<file path="src/rtl/program_loader_pkg.sv">
// program_loader_pkg: shared constants and FSM state type for the instruction loader
package program_loader_pkg;
  localparam logic [3:0] CMD_NIBBLE = 4'b1010;
  localparam int SLOTS = 4;
  localparam int BYTES_PER_WORD = 4;
  typedef enum logic [2:0] {IDLE, CNT_HI, CNT_LO, DATA, CHECK} state_t;
endpackage

</file>
<file path="src/rtl/program_loader_word_assembler.sv">
// program_loader_word_assembler: packs big-endian bytes into words, flags the completing byte
module program_loader_word_assembler
  import program_loader_pkg::*;
(
  input  logic        clk,
  input  logic        rst_n,
  input  logic        clear,
  input  logic        en,
  input  logic [7:0]  din,
  output logic [31:0] word,
  output logic        word_valid
);
  localparam int CNT_W = $clog2(BYTES_PER_WORD);
  localparam int SH_W = 8 * (BYTES_PER_WORD - 1);
  logic [CNT_W-1:0] cnt;
  logic [SH_W-1:0] sh;
  assign word_valid = en && cnt == CNT_W'(BYTES_PER_WORD - 1);
  assign word = {sh, din};
  // shift in bytes, MSB first; counter restarts whenever the frame leaves the data phase
  always_ff @(posedge clk or negedge rst_n)
    if (!rst_n) begin
      cnt <= '0;
      sh <= '0;
    end else if (clear) begin
      cnt <= '0;
    end else if (en) begin
      cnt <= cnt + 1'b1;
      sh <= {sh[SH_W-9:0], din};
    end
endmodule

</file>
<file path="src/rtl/program_loader.sv">
// program_loader: framed byte stream to instruction RAM slot writer with checksum
module program_loader
  import program_loader_pkg::*;
#(
  parameter int DATA_WIDTH = 32,
  parameter int ADDR_WIDTH = 13,
  parameter int SLOT_WORDS = 1024
) (
  input  logic                  Fast_Clock,
  input  logic                  Reset_n,
  input  logic [7:0]            In_Data,
  input  logic                  In_Valid,
  output logic                  In_Ready,
  output logic [ADDR_WIDTH-1:0] Mem_Addr,
  output logic [DATA_WIDTH-1:0] Mem_Data,
  output logic                  Mem_Write,
  output logic                  Hold_CPU,
  output logic                  Load_Done,
  output logic                  Load_Error
);
  localparam int IDX_W = $clog2(SLOT_WORDS);
  localparam int SLOT_W = $clog2(SLOTS);
  state_t state;
  logic [7:0] cnt_hi, chk;
  logic [SLOT_W-1:0] slot;
  logic [IDX_W-1:0] idx, last_idx;
  logic [15:0] n;
  logic [31:0] word;
  logic accept, word_valid;
  assign accept = In_Valid && In_Ready;
  assign n = {cnt_hi, In_Data};
  assign Hold_CPU = state != IDLE;
  program_loader_word_assembler u_wa (
    .clk(Fast_Clock),
    .rst_n(Reset_n),
    .clear(state != DATA),
    .en(accept && state == DATA),
    .din(In_Data),
    .word(word),
    .word_valid(word_valid)
  );
  // frame FSM: command decode, count check, word writes, checksum verdict
  always_ff @(posedge Fast_Clock or negedge Reset_n)
    if (!Reset_n) begin
      state <= IDLE;
      In_Ready <= 1'b0;
      Mem_Addr <= '0;
      Mem_Data <= '0;
      Mem_Write <= 1'b0;
      Load_Done <= 1'b0;
      Load_Error <= 1'b0;
      cnt_hi <= '0;
      chk <= '0;
      slot <= '0;
      idx <= '0;
      last_idx <= '0;
    end else begin
      In_Ready <= 1'b1;
      Mem_Write <= 1'b0;
      Load_Done <= 1'b0;
      Load_Error <= 1'b0;
      if (word_valid) begin
        Mem_Write <= 1'b1;
        Mem_Data <= DATA_WIDTH'(word);
        Mem_Addr <= ADDR_WIDTH'({slot, idx});
        idx <= idx + 1'b1;
        if (idx == last_idx) state <= CHECK;
      end
      if (accept)
        case (state)
          IDLE:
            if (In_Data[7:2] == {CMD_NIBBLE, 2'b00}) begin
              slot <= In_Data[SLOT_W-1:0];
              chk <= '0;
              idx <= '0;
              state <= CNT_HI;
            end
          CNT_HI: begin
            cnt_hi <= In_Data;
            state <= CNT_LO;
          end
          CNT_LO:
            if (n == 16'd0 || n > 16'(SLOT_WORDS)) begin
              Load_Error <= 1'b1;
              state <= IDLE;
            end else begin
              last_idx <= IDX_W'(n - 16'd1);
              state <= DATA;
            end
          DATA: chk <= chk ^ In_Data;
          CHECK: begin
            Load_Done <= chk == In_Data;
            Load_Error <= chk != In_Data;
            state <= IDLE;
          end
          default: state <= IDLE;
        endcase
    end
endmodule

</file>
<file path="config.mk">
export PLATFORM = sky130hd
export DESIGN_NAME = program_loader
export DESIGN_NICKNAME = d
export VERILOG_FILES = /design/src/rtl/program_loader_pkg.sv /design/src/rtl/program_loader_word_assembler.sv /design/src/rtl/program_loader.sv
export SDC_FILE = /design/constraint.sdc
export NUM_CORES = 1
export LEC_CHECK = 0
export ABC_AREA = 1
export ABC_CLOCK_PERIOD_IN_PS = 2400
export CAP_MARGIN = 20
export CORE_MARGIN = 2
export CORE_UTILIZATION = 51
export CTS_CLUSTER_DIAMETER = 40
export DETAILED_ROUTE_END_ITERATION = 10
export PLACE_DENSITY = 0.78
export SLEW_MARGIN = 20
export SYNTH_ARGS = -nofsm -noshare
export SYNTH_HDL_FRONTEND = slang
export SYNTH_HIERARCHICAL = 1
export SYNTH_SLANG_ARGS = --single-unit
</file>
<file path="constraint.sdc">
create_clock -name Fast_Clock -period 2.4 [get_ports Fast_Clock]
set_clock_uncertainty 0.1 [all_clocks]
set_input_delay 0.6 -clock Fast_Clock [delete_from_list [all_inputs] [get_ports Fast_Clock]]
set_output_delay 0.6 -clock Fast_Clock [all_outputs]
set_load 0.1 [all_outputs]
</file>
==> results of run 1 <==
-- path summary, 6_finish.rpt --
path | from | endpoint | cells past startpoint
worst max-delay path | state[0] | Hold_CPU | 5
worst min-delay path | u_wa/sh[21] | u_wa/sh[21] | 2
worst max register to register | state[2] | idx[9] | 14
worst min register to register | u_wa/sh[21] | u_wa/sh[21] | 2
max in group asynchronous | Reset_n | u_wa/sh[17] | 3
min in group asynchronous | Reset_n | cnt_hi[2] | 2
-- where the power goes --
part	switching (mW)	internal, mW	total [mW]
Sequential	0.144	2.11	2.26
Clock	0.951	1.59	2.54
Combinational	0.601	0.356	0.957
Total	1.70	4.06	5.75
-- final cells by class --
| type | instances | area (um2) | area share |
|---|---|---|---|
| clock buffers | 17 | 414 | 0.0622 |
| clock inverters | 15 | 183 | 0.0274 |
| inverters | 63 | 236 | 0.0355 |
| multi-input cells | 413 | 1950 | 0.292 |
| flip-flops and latches | 115 | 2880 | 0.433 |
| well taps | 136 | 170 | 0.0255 |
| repair buffers | 99 | 831 | 0.125 |
-- timing repair --
action	4_1_cts	5_1_grt
hold buffers	1	0
endpoints found under the setup margin	0	0
hold endpoints to repair	29	0
-- cells in the final DEF, fill, tap and decap left out, types with 3 or more instances in the layout --
cell type,instances
a21oi_1,3
buf_12,5
buf_4,84
bufinv_16,3
clkbuf_16,16
clkdlybuf4s50_1,9
clkinv_4,4
clkinvlp_4,4
dfrtp_1,114
ha_1,3
inv_1,57
inv_2,6
nand2_1,242
nand2_2,3
nand3_1,50
nand3_2,3
nand4_1,3
nor2_1,23
nor3_1,11
o21ai_0,19
o21ai_1,13
o21ai_2,6
xnor2_1,5
xor2_1,15
-- flip-flops by register name (all words and copies together) (netlist names) --
name and flops:
Mem_Data 32, u_wa/sh 24, Mem_Addr 12, idx 10, last_idx 10, chk 8
cnt_hi 8, state 3, slot 2, u_wa/cnt 2, In_Ready 1, Load_Done 1
Load_Error 1, Mem_Write 1
-- kinds of logic (layout without fill, tap and decap cells) --
family	count (synthesis)	count (layout)	synth area share
flops	115	115	0.544
xor+xnor	20	20	0.0331
buf+inv	94	194	0.0885
other cells	2	2	0.00142
compound gates	43	43	0.0476
fa+ha+maj	3	3	0.00710
simple gates	345	345	0.278
-- stage by stage --
step	utilization	instances	hold WS [ps]	setup WS, ps	TNS (ps)
after floorplan	-	622	204	10.4	0
after CTS	0.654	858	374	61.1	0
final	0.654	858	370	70.9	0
after global placement	0.594	825	356	-147	-748
after global routing	0.654	858	396	27.8	0
after detailed placement	0.594	825	359	-186	-1340
-- routing by layer --
layer	track usage	wire (um)	vias to the layer above
li1	-	-	2108
met1	0.293	5270	2099
met2	0.402	6060	158
met3	0.0581	644	29
met4	0.0874	287	0
met5	0	0	-
-- worst min-delay path, stage by stage (launching register included) --
cell and delay (ps):
dfrtp_1 340, nand2_1 50, nand2_1 40
-- synthesized netlist by cell type --
cell type | count | area (um2)
a21oi_1 | 3 | 15.0
a21oi_4 | 1 | 16.3
and3_1 | 1 | 6.26
buf_12 | 1 | 20.0
buf_2 | 1 | 5.00
buf_4 | 13 | 97.6
buf_6 | 5 | 56.3
buf_8 | 1 | 15.0
clkbuf_1 | 10 | 37.5
conb_1 | 2 | 7.51
dfrtp_1 | 115 | 2880
ha_1 | 3 | 37.5
inv_1 | 57 | 214
inv_2 | 6 | 22.5
nand2_1 | 242 | 908
nand2_2 | 3 | 18.8
nand2_4 | 2 | 22.5
nand3_1 | 50 | 250
nand3_2 | 3 | 30.0
nand4_1 | 3 | 18.8
nand4_4 | 1 | 21.3
nor2_1 | 24 | 90.1
nor2_2 | 1 | 6.26
nor2_4 | 1 | 11.3
nor2_8 | 1 | 20.0
nor3_1 | 11 | 55.1
nor4_1 | 2 | 12.5
o211ai_1 | 1 | 7.51
o21ai_0 | 19 | 95.1
o21ai_1 | 13 | 65.1
o21ai_2 | 6 | 52.6
xnor2_1 | 5 | 43.8
xor2_1 | 15 | 131
==> impl_metrics.ini, run 1 <==
[run_status]
status = finished clean

[synthesis]
synth_seq_cells = 115
syn_area_mm2 = 0.00529
syn-num-nets = 636
ys_seq_area_frac = 0.544
ys.warnings.count = 6
synth.distinct_cells = 33
synth_cells = 622
avgSynthCellArea_um2 = 8.50

[critical_path]
crit_family = flip-flops
cp.buffers_inverters = 3
crit_required_ps = 1700
end_kind = output pin
crit_path_top_delay_cell = dfrtp_1
r2r_setup_slack_ps = 380
slowest_delay_ps = 440
worstSetupStartpointType = flip-flop
worstSetupPathType = reg -> out
crit_chain = nor2_1 -> inv_2 -> nor2_1 -> inv_2 -> buf_12
crit_fanout = 6
critPathArrivalTime_ps = 1630

[layout]
fin_area_mm2 = 0.00666
nFillCells = 840
drive_gt1_frac = 0.205
area_growth_syn_to_layout_pct = 26.0
antennaDiodeCount = 0
nets = 723

[detailed_routing]
drt-vias-per-instance = 5.12
remaining_drc_errors = 0
num_vias = 4394
drt-total-wl_um = 12300
drtAntennaViolNets = 0
drtIter0Drc = 289
dr.pass1.iters = 7
wl_per_cell_um = 14.3

[grt]
grt_pass1_vias = 4383
grt_usage = 0.237
grt_antenna_before_repair = 0
grt_pass1_wl_um = 20800
grt-ovfl-total = 0
grt_max_degree = 60

[die]
core_area_mm2 = 0.0102
die_h_um = 106
num_rows = 37
ios = 61
start_util = 0.519
fp.dieArea_mm2 = 0.0112
die_w_um = 106

[place]
postPlaceCellArea_mm2 = 0.00605
port-buffer-count = 59
dp_hpwl_um = 8110
gp_congestion = 0.841

[timing]
period_needed_ps = 2330
grt_setup_unrepaired = false
relSlewSlack = 0.657
slew_viol_final = 0
fmax_ghz = 0.429
tightest_slew_ps = 510
fin_crit_sh = 0.970
hold_viol = 0
setup_viol = 0

[clock_network]
clk_pin_slew_ps = 60
numCtsBuffers = 17
cts_tree = built
post_cts_buffers = 0
postCtsResizedCells = 0
htree_levels = 4
clock_sinks = 115
cts-root-buf = clkbuf_8
clock_path_buffers = 2
clock_latency_ps = 530

[job]
max-cap-violations = 0

[power_and_ir_drop]
powerDensity_mw_per_mm2 = 864
p_leak_nw = 3.63
vdd.ir_drop.worst_v = 0.000848
total_power_mw = 5.75

[min_path]
hold_path.class = reg -> reg
(Power assumes the default switching activity.)
==> run 2: changes to the inputs <==
--- a/config.mk
+++ b/config.mk
@@ -5,14 +5,13 @@
 export SDC_FILE = /design/constraint.sdc
 export NUM_CORES = 1
 export LEC_CHECK = 0
-export ABC_AREA = 1
-export ABC_CLOCK_PERIOD_IN_PS = 2400
+export ABC_CLOCK_PERIOD_IN_PS = 3000
 export CAP_MARGIN = 20
 export CORE_MARGIN = 2
-export CORE_UTILIZATION = 51
+export CORE_UTILIZATION = 55
 export CTS_CLUSTER_DIAMETER = 40
 export DETAILED_ROUTE_END_ITERATION = 10
-export PLACE_DENSITY = 0.78
+export PLACE_DENSITY = 0.8
 export SLEW_MARGIN = 20
 export SYNTH_ARGS = -nofsm -noshare
 export SYNTH_HDL_FRONTEND = slang
==> constraint.sdc (replaced) <==
create_clock -name Fast_Clock -period 3 [get_ports Fast_Clock]
set_clock_uncertainty 0.1 [all_clocks]
set_input_delay 0.75 -clock Fast_Clock [delete_from_list [all_inputs] [get_ports Fast_Clock]]
set_output_delay 0.75 -clock Fast_Clock [all_outputs]
set_load 0.1 [all_outputs]
==> run 2 against run 1 <==
  * Synthesized area shrank 0.95%
  * Power shrank 14%
  * Synthesized cell count shrank 35%
  * Register-to-register slack gained 400 ps
  * Global-route usage shrank 0.74 points
  * Cell area shrank 2.4%
  * Sequential power shrank 7%
  * Die area shrank 7.9%
  * Via count shrank 24%
  * Utilization grew 5.0 points
  * Sequential cell count is the same
  * Worst hold slack lost 290 ps
==> impl_metrics.ini, run 2 <==
[die]
fp.dieArea_mm2 = 0.0103
start_util = 0.567
core_area_mm2 = 0.00924
die_w_um = 102
die_h_um = 102
ios = 61
num_rows = 35

[detailed_routing]
drtAntennaViolNets = 0
num_vias = 3347
drtIter0Drc = 141
drt-total-wl_um = 11000
wl_per_cell_um = 17.7
dr.pass1.iters = 4
remaining_drc_errors = 0
drt-vias-per-instance = 5.41

[critical_path]
reg2reg_to = last_idx[8]
regToRegStartpoint = cnt_hi[0]
crit_required_ps = 3300
end_kind = flip-flop
worstSetupPathType = in -> reg
worstSetupStartpointType = input pin
crit_fanout = 9
r2r_setup_slack_ps = 780
critPathArrivalTime_ps = 3040
worst_r2r_path_depth = 5

[grt]
grt_max_degree = 56
grt_pass1_vias = 3379
grt_antenna_before_repair = 0
grt_usage = 0.229
grt_pass1_wl_um = 17800
grt-ovfl-total = 0

[clock_network]
cts_tree = built
ctsHoldBuffers = 0
htree_levels = 4
clock_path_buffers = 2
post_cts_buffers = 0
clock_latency_ps = 520
clk_pin_slew_ps = 60
clock_sinks = 115
postCtsResizedCells = 0
cts-root-buf = clkbuf_8
numCtsBuffers = 17

[job]
max-cap-violations = 0

[timing]
worst_hold_slack_ps = 74.9
hold_viol = 0
fin_crit_sh = 0.915
period_needed_ps = 2750
fmax_ghz = 0.364
grt_setup_unrepaired = false
slew_viol_final = 0
setup_ws_ps = 255
setup_viol = 0

[power_and_ir_drop]
p_leak_nw = 3.14
powerDensity_mw_per_mm2 = 764
total_power_mw = 4.97
vdd.ir_drop.worst_v = 0.000456

[synthesis]
synth.distinct_cells = 45
yosys.area.top_type = dfrtp_1
synth_edf_count = 0
yosys-top-cells-area = dfrtp_1 (55%), mux2_2 (13%), mux2_4 (8.0%)
yosysMostFrequentCell = dfrtp_1
syn_area_mm2 = 0.00524
synth_top_area_frac = 0.549
syn-num-nets = 416
synthArstFlopShare = 1.00
avgSynthCellArea_um2 = 13.0
synth_cells = 402
synth_common_cells = dfrtp_1 (115), mux2_2 (59), nor2_1 (30), mux2_4 (28), xnor2_1 (27)
ys.warnings.count = 6
synthFlopType = dfrtp_1
synth_seq_cells = 115
ys_seq_area_frac = 0.549

[layout]
mostFrequentLayoutCells = dfrtp_1 (114), buf_4 (75), mux2_2 (59)
nets = 492
fin_util = 0.704
regMostFlops = Mem_Data
antennaDiodeCount = 0
area_growth_syn_to_layout_pct = 24.1
final_common_cell = dfrtp_1
largest_reg_flops = 32
top_regs = Mem_Data (32), u_wa/sh (24), Mem_Addr (12)
drive_gt1_frac = 0.422
instances_no_fill = 619

[place]
gp_congestion = 0.872
place_ws_ps = -265
port-buffer-count = 59
placed_cells = 588
dp_hpwl_um = 7330

[min_path]
hold_path.class = in -> async

[run_status]
status = finished clean
[run 2: worst max path at each step]
stage / startpoint / end / slack [ps]
final: In_Data[0] / last_idx[8] / 250
after global routing: In_Data[0] / last_idx[8] / 120
after CTS: In_Data[0] / last_idx[8] / 250
after detailed placement: In_Data[0] / last_idx[8] / -270
after global placement: In_Data[0] / last_idx[3] / -180
after floorplan: state[0] / Mem_Data[21] / 30
[run 2: power by group]
part / total, mW / switching [mW] / internal, mW
registers: 2.11 / 0.272 / 1.84
logic: 0.932 / 0.440 / 0.492
clock network: 1.93 / 0.743 / 1.19
[run 2: cell type report]
class | instances | area (um2)
Sequential cell | 115 | 2880
Clock inverter | 14 | 159
Timing Repair Buffer | 88 | 733
Fill cell | 598 | 2740
Tap cell | 129 | 161
Clock buffer | 17 | 414
Inverter | 9 | 33.8
Multi-Input combinational cell | 247 | 2120
[run 2: worst max-delay path, cell delays in order]
cell and delay, ps:
clkdlybuf4s50_1 420, inv_1 100, ha_1 180, or4b_1 480, or4_4 510, nand4_2 140, buf_12 150, mux2_4 300
[run 2: cell families after synthesis]
group,Yosys count,share of synthesized area
adder cells (fa/ha/maj),3,0.00717
multiplexers,90,0.213
buffers and inverters,40,0.0461
XOR/XNOR,34,0.0568
AND/OR/NAND/NOR,83,0.0814
other,2,0.00143
flip-flops,115,0.549
AO/OA/AOI/OAI,35,0.0449
[run 2: metal layers]
| layer | vias up | part of all wire | global-route usage |
|---|---|---|---|
| met4 | 0 | 0.021 | 0.102 |
| met1 | 1703 | 0.46 | 0.318 |
| li1 | 1545 | - | - |
| met2 | 77 | 0.48 | 0.350 |
| met5 | - | 0 | 0 |
| met3 | 22 | 0.037 | 0.0476 |
[run 2: stage by stage]
stage / TNS, ps / instance area (um2)
after floorplan: 0 / 5240
after global placement: -1750 / 5930
after detailed placement: -2810 / 5930
after CTS: 0 / 6500
after global routing: 0 / 6500
final: 0 / 6500
==> run 3: changes to the inputs <==
--- a/config.mk
+++ b/config.mk
@@ -8,12 +8,13 @@
 export ABC_CLOCK_PERIOD_IN_PS = 3000
 export CAP_MARGIN = 20
 export CORE_MARGIN = 2
-export CORE_UTILIZATION = 55
+export CORE_UTILIZATION = 60
 export CTS_CLUSTER_DIAMETER = 40
 export DETAILED_ROUTE_END_ITERATION = 10
-export PLACE_DENSITY = 0.8
+export PLACE_DENSITY = 0.86
 export SLEW_MARGIN = 20
 export SYNTH_ARGS = -nofsm -noshare
 export SYNTH_HDL_FRONTEND = slang
 export SYNTH_HIERARCHICAL = 1
 export SYNTH_SLANG_ARGS = --single-unit
+export TNS_END_PERCENT = 100
==> run 3 against run 2 <==
  * Utilization rose by 5.8 points
  * Combinational power rose by 3.2%
  * Power rose by 5.3%
  * Worst setup slack got worse by 34 ps
  * Sequential power barely moved
  * Clock power rose by 12%
  * Wire length rose by 6.3%
  * Register-to-register slack improved by 40 ps
  * Sequential cell count did not move
  * Die area fell by 8.0%
  * Clock-buffer cell count rose by 2
  * Sequential share of layout area fell by 0.31 points
  * Critical endpoint is now last_idx[3]
==> impl_metrics.ini, run 3 (synthesis gave the netlist of run 2 again) <==
[timing]
fin_tns_setup_ps = 0
tightest_slew_ps = 560
fin_crit_sh = 0.926
setup_ws_ps = 221
fmax_ghz = 0.360
period_needed_ps = 2780
grt_setup_unrepaired = false
setup_viol = 0
slew_viol_final = 0
relSlewSlack = 0.624
worst_hold_slack_ps = 48.1
hold_viol = 0

[detailed_routing]
num_vias = 3427
drtAntennaViolNets = 0
drt-total-wl_um = 11600
routed-wl-met3_um = 468
remaining_drc_errors = 0
dr.pass1.iters = 4
drtIter0Drc = 132
route.met2.wl_um = 6050
wl_met1_um = 4830
routed.top_layer = met4
drt-vias-per-instance = 5.71
wl_per_cell_um = 19.4

[layout]
mostFrequentLayoutCells = dfrtp_1 (114), buf_4 (76), mux2_2 (59)
fin_util = 0.762
fin_area_mm2 = 0.00655
largest_reg_flops = 32
drive_gt1_frac = 0.423
antennaDiodeCount = 0
top_regs = Mem_Data (32), u_wa/sh (24), Mem_Addr (12)
instances_no_fill = 600
regMostFlops = Mem_Data
final_common_cell = dfrtp_1
area_growth_syn_to_layout_pct = 25.0
nets = 493

[die]
core_area_mm2 = 0.00859
num_rows = 34
die_w_um = 97.4
ios = 61
die_h_um = 97.4
start_util = 0.610
fp.dieArea_mm2 = 0.00949

[clock_network]
htree_levels = 4
clock_latency_ps = 510
clk_pin_slew_ps = 60
clock_path_buffers = 2
post_cts_buffers = 0
numCtsBuffers = 17
postCtsResizedCells = 0
clock_sinks = 115
cts-root-buf = clkbuf_8
ctsHoldBuffers = 0
cts_tree = built

[critical_path]
worstSetupPathType = in -> reg
crit_family = simple AND/OR/NAND/NOR gates
worstSetupStartpointType = input pin
cp.buffers_inverters = 3
slowest_delay_ps = 520
end_kind = flip-flop
worst_r2r_path_depth = 6
path_depth = 8
crit_chain = clkdlybuf4s50_1 -> inv_1 -> ha_1 -> or4b_1 -> or4_4 -> nand4_2 -> buf_12 -> mux2_4
crit_required_ps = 3290
crit_path_top_delay_cell = or4_4
crit_fanout = 9
critPathArrivalTime_ps = 3070

[power_and_ir_drop]
p_leak_nw = 3.18
total_power_mw = 5.24
vdd.ir_drop.worst_v = 0.000460
powerDensity_mw_per_mm2 = 799

[grt]
grt_pass1_vias = 3616
grt_pass1_wl_um = 18800
grt_usage = 0.258
grt-ovfl-total = 0
grt_antenna_before_repair = 0
grt_max_degree = 58

[place]
postPlaceCellArea_mm2 = 0.00591
dp_hpwl_um = 7460
place_ws_ps = -277
placed_cells = 568
gp_congestion = 0.883
port-buffer-count = 59

[min_path]
hold_path.class = in -> async

[run_status]
status = finished clean

[job]
max-cap-violations = 0
run 3: metal layers:
| metal | GRT usage | up-vias |
|---|---|---|
| met4 | 0.114 | 0 |
| met3 | 0.0619 | 26 |
| li1 | - | 1548 |
| met1 | 0.324 | 1751 |
| met5 | 0 | - |
| met2 | 0.428 | 102 |
run 3: path summary, 6_finish.rpt:
check | to | slack, ps | start
worst min register to register | Mem_Data[31] | 400 | Mem_Data[31]
max in group asynchronous | u_wa/sh[15] | 2010 | Reset_n
min in group Fast_Clock | Mem_Data[31] | 400 | Mem_Data[31]
worst max-delay path | last_idx[3] | 220 | In_Data[0]
worst min-delay path | chk[0] | 50 | Reset_n
worst max register to register | last_idx[3] | 820 | cnt_hi[0]
run 3: power breakdown:
part	switching [mW]	internal, mW
registers	0.280	1.84
clock network	0.702	1.45
logic	0.468	0.495
total	1.45	3.79
run 3: final cells by class:
class	count	area, um2
timing repair buffer	89	741
inverter	9	33.8
multi-input combinational	247	2120
sequential	115	2880
clock buffer	19	432
tap	108	135
clock inverter	13	206
fill	485	2040
run 3: worst register-to-register path: stages, from the launching register on:
cell,delay [ps]
dfrtp_1,410
or4_1,470
buf_4,170
o31ai_2,240
nand4_2,180
buf_12,200
mux2_4,300
